**config.mk**
```make
export PLATFORM = sky130hd
export DESIGN_NAME = troco_dispenser
export DESIGN_NICKNAME = d
export VERILOG_FILES = /design/src/rtl/troco_dispenser.sv
export SDC_FILE = /design/constraint.sdc
export NUM_CORES = 1
export LEC_CHECK = 0
export ABC_AREA = 1
export BUFFER_PORTS_ARGS = -buffer_cell sky130_fd_sc_hd__buf_4
export CAP_MARGIN = 20
export CORE_UTILIZATION = 50
export CTS_CLUSTER_DIAMETER = 150
export DETAILED_ROUTE_END_ITERATION = 7
export GPL_ROUTABILITY_DRIVEN = 1
export PLACE_DENSITY = 0.75
export SLEW_MARGIN = 15
export SYNTH_ARGS = -nofsm -noshare
export SYNTH_HDL_FRONTEND = slang
export SYNTH_SLANG_ARGS = --single-unit
```
**constraint.sdc**
```tcl
create_clock -name clock -period 1.9 [get_ports clock]
set_clock_uncertainty 0.15 [all_clocks]
set_input_delay 0.19 -clock clock [delete_from_list [all_inputs] [get_ports clock]]
set_output_delay 0.19 -clock clock [all_outputs]
set_load 0.02 [all_outputs]
```
**src/rtl/troco_dispenser.sv**
```systemverilog
// Change-ejection stage: greedy largest-first coin dispenser with per-denomination
// stock tracking, completion strobe and error reporting of the unpaid remainder.
module troco_dispenser #(
  parameter int VAL_W      = 6,
  parameter int STOCK_W    = 4,
  parameter int INIT_STOCK = 8,
  parameter int GAP_CYCLES = 2
) (
  input  logic             clock,
  input  logic             reset,
  input  logic [VAL_W-1:0] troco_valor,
  input  logic             troco_valido,
  input  logic             recarga,
  output logic [2:0]       moeda_sel,
  output logic             moeda_pulso,
  output logic             ocupado,
  output logic             concluido,
  output logic             erro_troco,
  output logic [VAL_W-1:0] troco_restante
);

  localparam int GAP_W = (GAP_CYCLES > 1) ? $clog2(GAP_CYCLES + 1) : 1;

  typedef enum logic [2:0] {
    S_IDLE,
    S_SELECT,
    S_PULSE,
    S_GAP,
    S_DONE,
    S_ERRO
  } state_t;

  state_t             r_state;
  logic [VAL_W-1:0]   r_rem;
  logic [STOCK_W-1:0] r_stock [0:4];
  logic [2:0]         r_idx;
  logic [GAP_W-1:0]   r_gap;

  logic               w_found;
  logic [2:0]         w_idx;

  // Denomination values in units of R$0.05, index 0 is the largest coin.
  function automatic logic [VAL_W-1:0] coin_val(input logic [2:0] idx);
    case (idx)
      3'd0:    coin_val = VAL_W'(20);
      3'd1:    coin_val = VAL_W'(10);
      3'd2:    coin_val = VAL_W'(5);
      3'd3:    coin_val = VAL_W'(2);
      default: coin_val = VAL_W'(1);
    endcase
  endfunction

  // Lowest eligible index wins, which is the largest coin that still fits.
  always_comb begin
    w_found = 1'b0;
    w_idx   = '0;
    for (int unsigned i = 0; i < 5; i++) begin
      if (!w_found && (coin_val(3'(i)) <= r_rem) && (r_stock[i] != '0)) begin
        w_found = 1'b1;
        w_idx   = 3'(i);
      end
    end
  end

  always_ff @(posedge clock or negedge reset) begin
    if (!reset) begin
      r_state        <= S_IDLE;
      r_rem          <= '0;
      r_idx          <= '0;
      r_gap          <= '0;
      moeda_sel      <= '0;
      moeda_pulso    <= 1'b0;
      ocupado        <= 1'b0;
      concluido      <= 1'b0;
      erro_troco     <= 1'b0;
      troco_restante <= '0;
      for (int unsigned i = 0; i < 5; i++) r_stock[i] <= STOCK_W'(INIT_STOCK);
    end else begin
      moeda_pulso <= 1'b0;
      concluido   <= 1'b0;
      erro_troco  <= 1'b0;
      case (r_state)
        S_IDLE: begin
          if (recarga) begin
            for (int unsigned i = 0; i < 5; i++) r_stock[i] <= STOCK_W'(INIT_STOCK);
          end
          if (troco_valido) begin
            r_rem          <= troco_valor;
            troco_restante <= '0;
            ocupado        <= 1'b1;
            r_state        <= S_SELECT;
          end
        end
        S_SELECT: begin
          if (r_rem == '0) begin
            r_state <= S_DONE;
          end else if (w_found) begin
            r_idx   <= w_idx;
            r_state <= S_PULSE;
          end else begin
            r_state <= S_ERRO;
          end
        end
        S_PULSE: begin
          moeda_pulso      <= 1'b1;
          moeda_sel        <= r_idx;
          r_rem            <= r_rem - coin_val(r_idx);
          r_stock[r_idx]   <= r_stock[r_idx] - STOCK_W'(1);
          r_gap            <= '0;
          r_state          <= S_GAP;
        end
        S_GAP: begin
          if (r_gap == GAP_W'(GAP_CYCLES - 1)) begin
            r_state <= S_SELECT;
          end else begin
            r_gap <= r_gap + GAP_W'(1);
          end
        end
        S_DONE: begin
          concluido      <= 1'b1;
          troco_restante <= '0;
          ocupado        <= 1'b0;
          r_state        <= S_IDLE;
        end
        S_ERRO: begin
          erro_troco     <= 1'b1;
          troco_restante <= r_rem;
          ocupado        <= 1'b0;
          r_state        <= S_IDLE;
        end
        default: begin
          ocupado <= 1'b0;
          r_state <= S_IDLE;
        end
      endcase
    end
  end

endmodule

```
==> reports/summary.txt <==
YOSYS
------------------------------------------------------------------------------
Synth Register Bits .............................................           47
Gate count of the mapped netlist ................................          313
Post-synthesis sequential area ratio ............................        45.6%
Post-synthesis area per instance ................................    8.29 um^2
Synthesized net count ...........................................          331
Count of unique library cells instantiated by Yosys .............           35
Warnings, synthesis .............................................            0
Post-Syn Area ................................................... 0.00259 mm^2

CRITICAL PATH
------------------------------------------------------------------------------
Critical path capture point type ................................         flop
Capture instance of the worst register-to-register path ......... r_rem[4]$_DFFE_PN0P_
Source of the worst register-to-register timing path ............ r_idx[2]$_DFFE_PN0P_
Type of the setup path with the least slack .....................      reg2reg
CP Data Required Time ...........................................      1.98 ns
Critical path launch point type .................................         flop
Data arrival time at the worst-slack endpoint ...................      2.12 ns
Critical path peak fanout .......................................            4
Cell with the largest stage delay on the worst path .............      dfrtp_2
Worst path max stage delay ......................................      0.47 ns
Chain of cells forming the critical path ........................ buf_4, nor2_4, nor2_2, ha_2, fa_2, o21ai_2, xor2_1, nor2_1, o22ai_1
Critical path origin ............................................ r_idx[2]$_DFFE_PN0P_
Cell depth of the worst flop-to-flop path .......................            9
Worst R2R Setup Slack ...........................................     -0.15 ns

FLOORPLAN
------------------------------------------------------------------------------
Number of rows in the core area .................................           25
Boundary pin count ..............................................           23
Area of the core ................................................ 0.00485 mm^2
Die area ........................................................ 0.00548 mm^2
Chip width ......................................................      74.0 um
Effective utilization at floorplan ..............................        53.5%
Die height ......................................................      74.0 um

GRT
------------------------------------------------------------------------------
GRT Residual Overflow ...........................................            0
Antenna violations before repair ................................            0
GRT Resource Usage Total ........................................        26.7%
Global-route wire length before repair ..........................     10800 um
Pin count of the biggest net entering global routing ............           48
Vias in the first global route ..................................         2222

TIMING
------------------------------------------------------------------------------
Total count of max-transition violations in the final report ....            0
Actual transition at the worst max-transition pin ...............     0.576 ns
Share of the cycle needed by the critical path after routing ....         108%
Fin. Hold Viols .................................................            0
Setup repair after global routing missed its margin .............         true
Worst slew margin relative to its limit .........................        61.6%
TNS Setup .......................................................    -0.686 ns
Final worst-path setup slack ....................................    -0.147 ns
Clock period minus final worst setup slack ......................      2.05 ns
Final number of setup-violating endpoints .......................           11
Highest clock rate ..............................................    0.489 GHz

FINAL LAYOUT
------------------------------------------------------------------------------
Number of fill cells in the layout ..............................          365
Area growth, synth to finish ....................................        30.1%
Antenna Cells ...................................................            0
# nets final ....................................................          390
Final core area utilization .....................................        69.6%
Layout cells sized above 1 ......................................        35.1%

ROUTE
------------------------------------------------------------------------------
Number of detailed-routing iterations run before antenna repair .            5
Average via count per standard cell .............................         5.46
Total wire length ...............................................      6790 um
Post-DR wirelength/cell .........................................      15.4 um
Antenna Violating Nets Remaining ................................            0
Post-route DRC ..................................................            0
Number of vias after detailed routing ...........................         2402
Detailed router's first-iteration violation count ...............          226

HOLD PATH
------------------------------------------------------------------------------
WHS Path Cells ..................................................            3
Hold_sp ......................................................... troco_valor[3]
Type of the most critical hold path .............................       in2reg
Terminating pin of the worst hold path .......................... r_rem[3]$_DFFE_PN0P_

CLOCK TREE
------------------------------------------------------------------------------
Sinks on the clock net ..........................................           47
Clock network latency to the later pin of the worst-skew pair ...      0.30 ns
Clock Root Buffer ...............................................     clkbuf_8
Clock-pin slew on the worst setup and hold paths ................      0.09 ns
TritonCTS clock tree ............................................        built
Cts bufs inserted ...............................................            5
H-tree depth ....................................................            2
Buffer levels on the longest clock path .........................            2

POWER AND IR DROP
------------------------------------------------------------------------------
Standby leakage power ...........................................      1.62 nW
Overall power after layout ......................................      6.66 mW
VDD IR-drop max .................................................    0.00118 V
Ratio of total power to cell area ............................... 1970 mW/mm^2

RUN
------------------------------------------------------------------------------
Number of max-cap violations ....................................            0

PLACEMENT
------------------------------------------------------------------------------
Count of input and output buffers ...............................           22
Routability congestion estimate from global placement ...........        0.942
Estimated wirelength of the detail-placed design ................      4800 um

OUTCOME
------------------------------------------------------------------------------
Violations in the final reports ................................. setup timing
Outcome ......................................................... finished with violations

==> worst max-delay path, delay by kind of cell (launching register included) <==
family,cells,cell delay [ns]
buffers and inverters,1,0.16
AND/OR/NAND/NOR,3,0.22
AO/OA/AOI/OAI,2,0.25
flip-flops,1,0.47
adder cells (fa/ha/maj),2,0.54
XOR/XNOR,1,0.19
==> metal layers <==
layer,global-route usage (%),wire (um),vias up,part of all wire (%)
met4,8.12,167,0,2.5
met1,37.4,3020,1123,44
met2,42.7,3250,99,48
li1,-,-,1157,-
met3,4.07,356,23,5.2
met5,0,0,-,0
==> Yosys cell counts (all sizes together) <==
cell	count	share of area [%]
a211oi	1	0.29
a21oi	8	1.8
a22oi	1	0.48
a31oi	1	0.24
buf	3	0.68
dfrtp	42	41
dfstp	5	5.1
fa	1	0.77
ha	7	3.4
inv	51	7.4
nand2	55	8.5
nand3	37	7.7
nand4	10	2.7
nor2	37	7.9
nor3	4	0.96
nor4	1	0.24
o211ai	5	1.4
o21ai	30	5.9
o22ai	9	2.2
o31ai	1	0.29
or2	1	0.24
xor2	3	1.3
==> report_power, final <==
group | switching [mW] | internal [mW] | total [mW]
logic | 2.46 | 1.80 | 4.27
clock network | 0.330 | 0.294 | 0.624
registers | 0.344 | 1.42 | 1.77
total | 3.14 | 3.52 | 6.66
==> logic make-up after synthesis <==
logic type                 after synthesis  share of synthesized area, %
and+or+nand+nor                        145                          28.2
xor gates and xnor gates                 3                          1.30
AOI/OAI and AO/OA                       56                          12.7
DFF                                     47                          45.6
adders and majority gates                8                          4.15
buffers and inverters                   54                          8.06
==> area by class of cell <==
| cell class | count | area (um^2) | share of cell area [%] |
|---|---|---|---|
| multi-input combinational | 212 | 1380 | 40.9 |
| tap | 67 | 83.8 | 2.48 |
| clock buffer | 7 | 86.3 | 2.56 |
| inverter | 51 | 198 | 5.86 |
| sequential | 47 | 1190 | 35.2 |
| clock inverter | 1 | 5.00 | 0.148 |
| timing repair buffer | 55 | 434 | 12.9 |
==> repair_timing <==
| action | CTS | global route |
|---|---|---|
| setup endpoints to repair | 11 | 23 |
| buffers inserted | 2 | 5 |
| hold buffers | 1 | 0 |
| pin swaps | 2 | 16 |
| hold endpoints to repair | 42 | 0 |
| gates resized for setup | 9 | 31 |
==> metrics by stage <==
stage | cell area [um^2] | instances | hold slack (ns) | worst slack (ns)
after floorplan | 2630 | 313 | -0.256 | -0.0348
after global placement | 3040 | 424 | 0.0795 | -0.133
after detailed placement | 3040 | 424 | 0.0856 | -0.161
after CTS | 3210 | 435 | 0.00786 | -0.0650
after global routing | 3370 | 440 | 0.0151 | -0.243
final | 3370 | 440 | 0.00925 | -0.147
==> worst max-delay path by stage <==
| stage | end | slack, ns | cells past startpoint |
|---|---|---|---|
| finish | r_rem[4]$_DFFE_PN0P_ | -0.15 | 9 |
| global placement | r_rem[5]$_DFFE_PN0P_ | -0.13 | 13 |
| floorplan | r_rem[3]$_DFFE_PN0P_ | -0.03 | 11 |
| detailed placement | r_rem[5]$_DFFE_PN0P_ | -0.16 | 13 |
| global route | r_rem[4]$_DFFE_PN0P_ | -0.24 | 9 |
| CTS | r_rem[5]$_DFFE_PN0P_ | -0.06 | 12 |
==> flip-flops by register name (all words and copies together), names as in the netlist, 2 cells and up <==
signal,count
r_gap,2
r_idx,3
r_rem,6
r_state,3
moeda_sel,3
r_stock,20
troco_restante,6
==> placed cells by master, fill, tap and decap left out, types with 2 or more instances in the layout <==
cell type   n
nand3_1    27
nand2_2     3
nand4_1     9
o22ai_1     8
nand3_2     8
clkbuf_8    6
nor3_2      2
nor2_4      9
o211ai_1    5
o21ai_0    17
xor2_1      2
nand2_4     3
a21oi_1     6
nor2_2      4
dfrtp_2     4
inv_2      11
ha_4        4
buf_4      49
nand3_4     2
inv_1      38
a21oi_2     2
nor2_1     24
nand2_1    49
o21ai_1    10
dfrtp_1    38
dfstp_2     5
buf_6       5
ha_1        2
o21ai_2     3
nor3_1      2
Power figures use the tool's default switching activity.
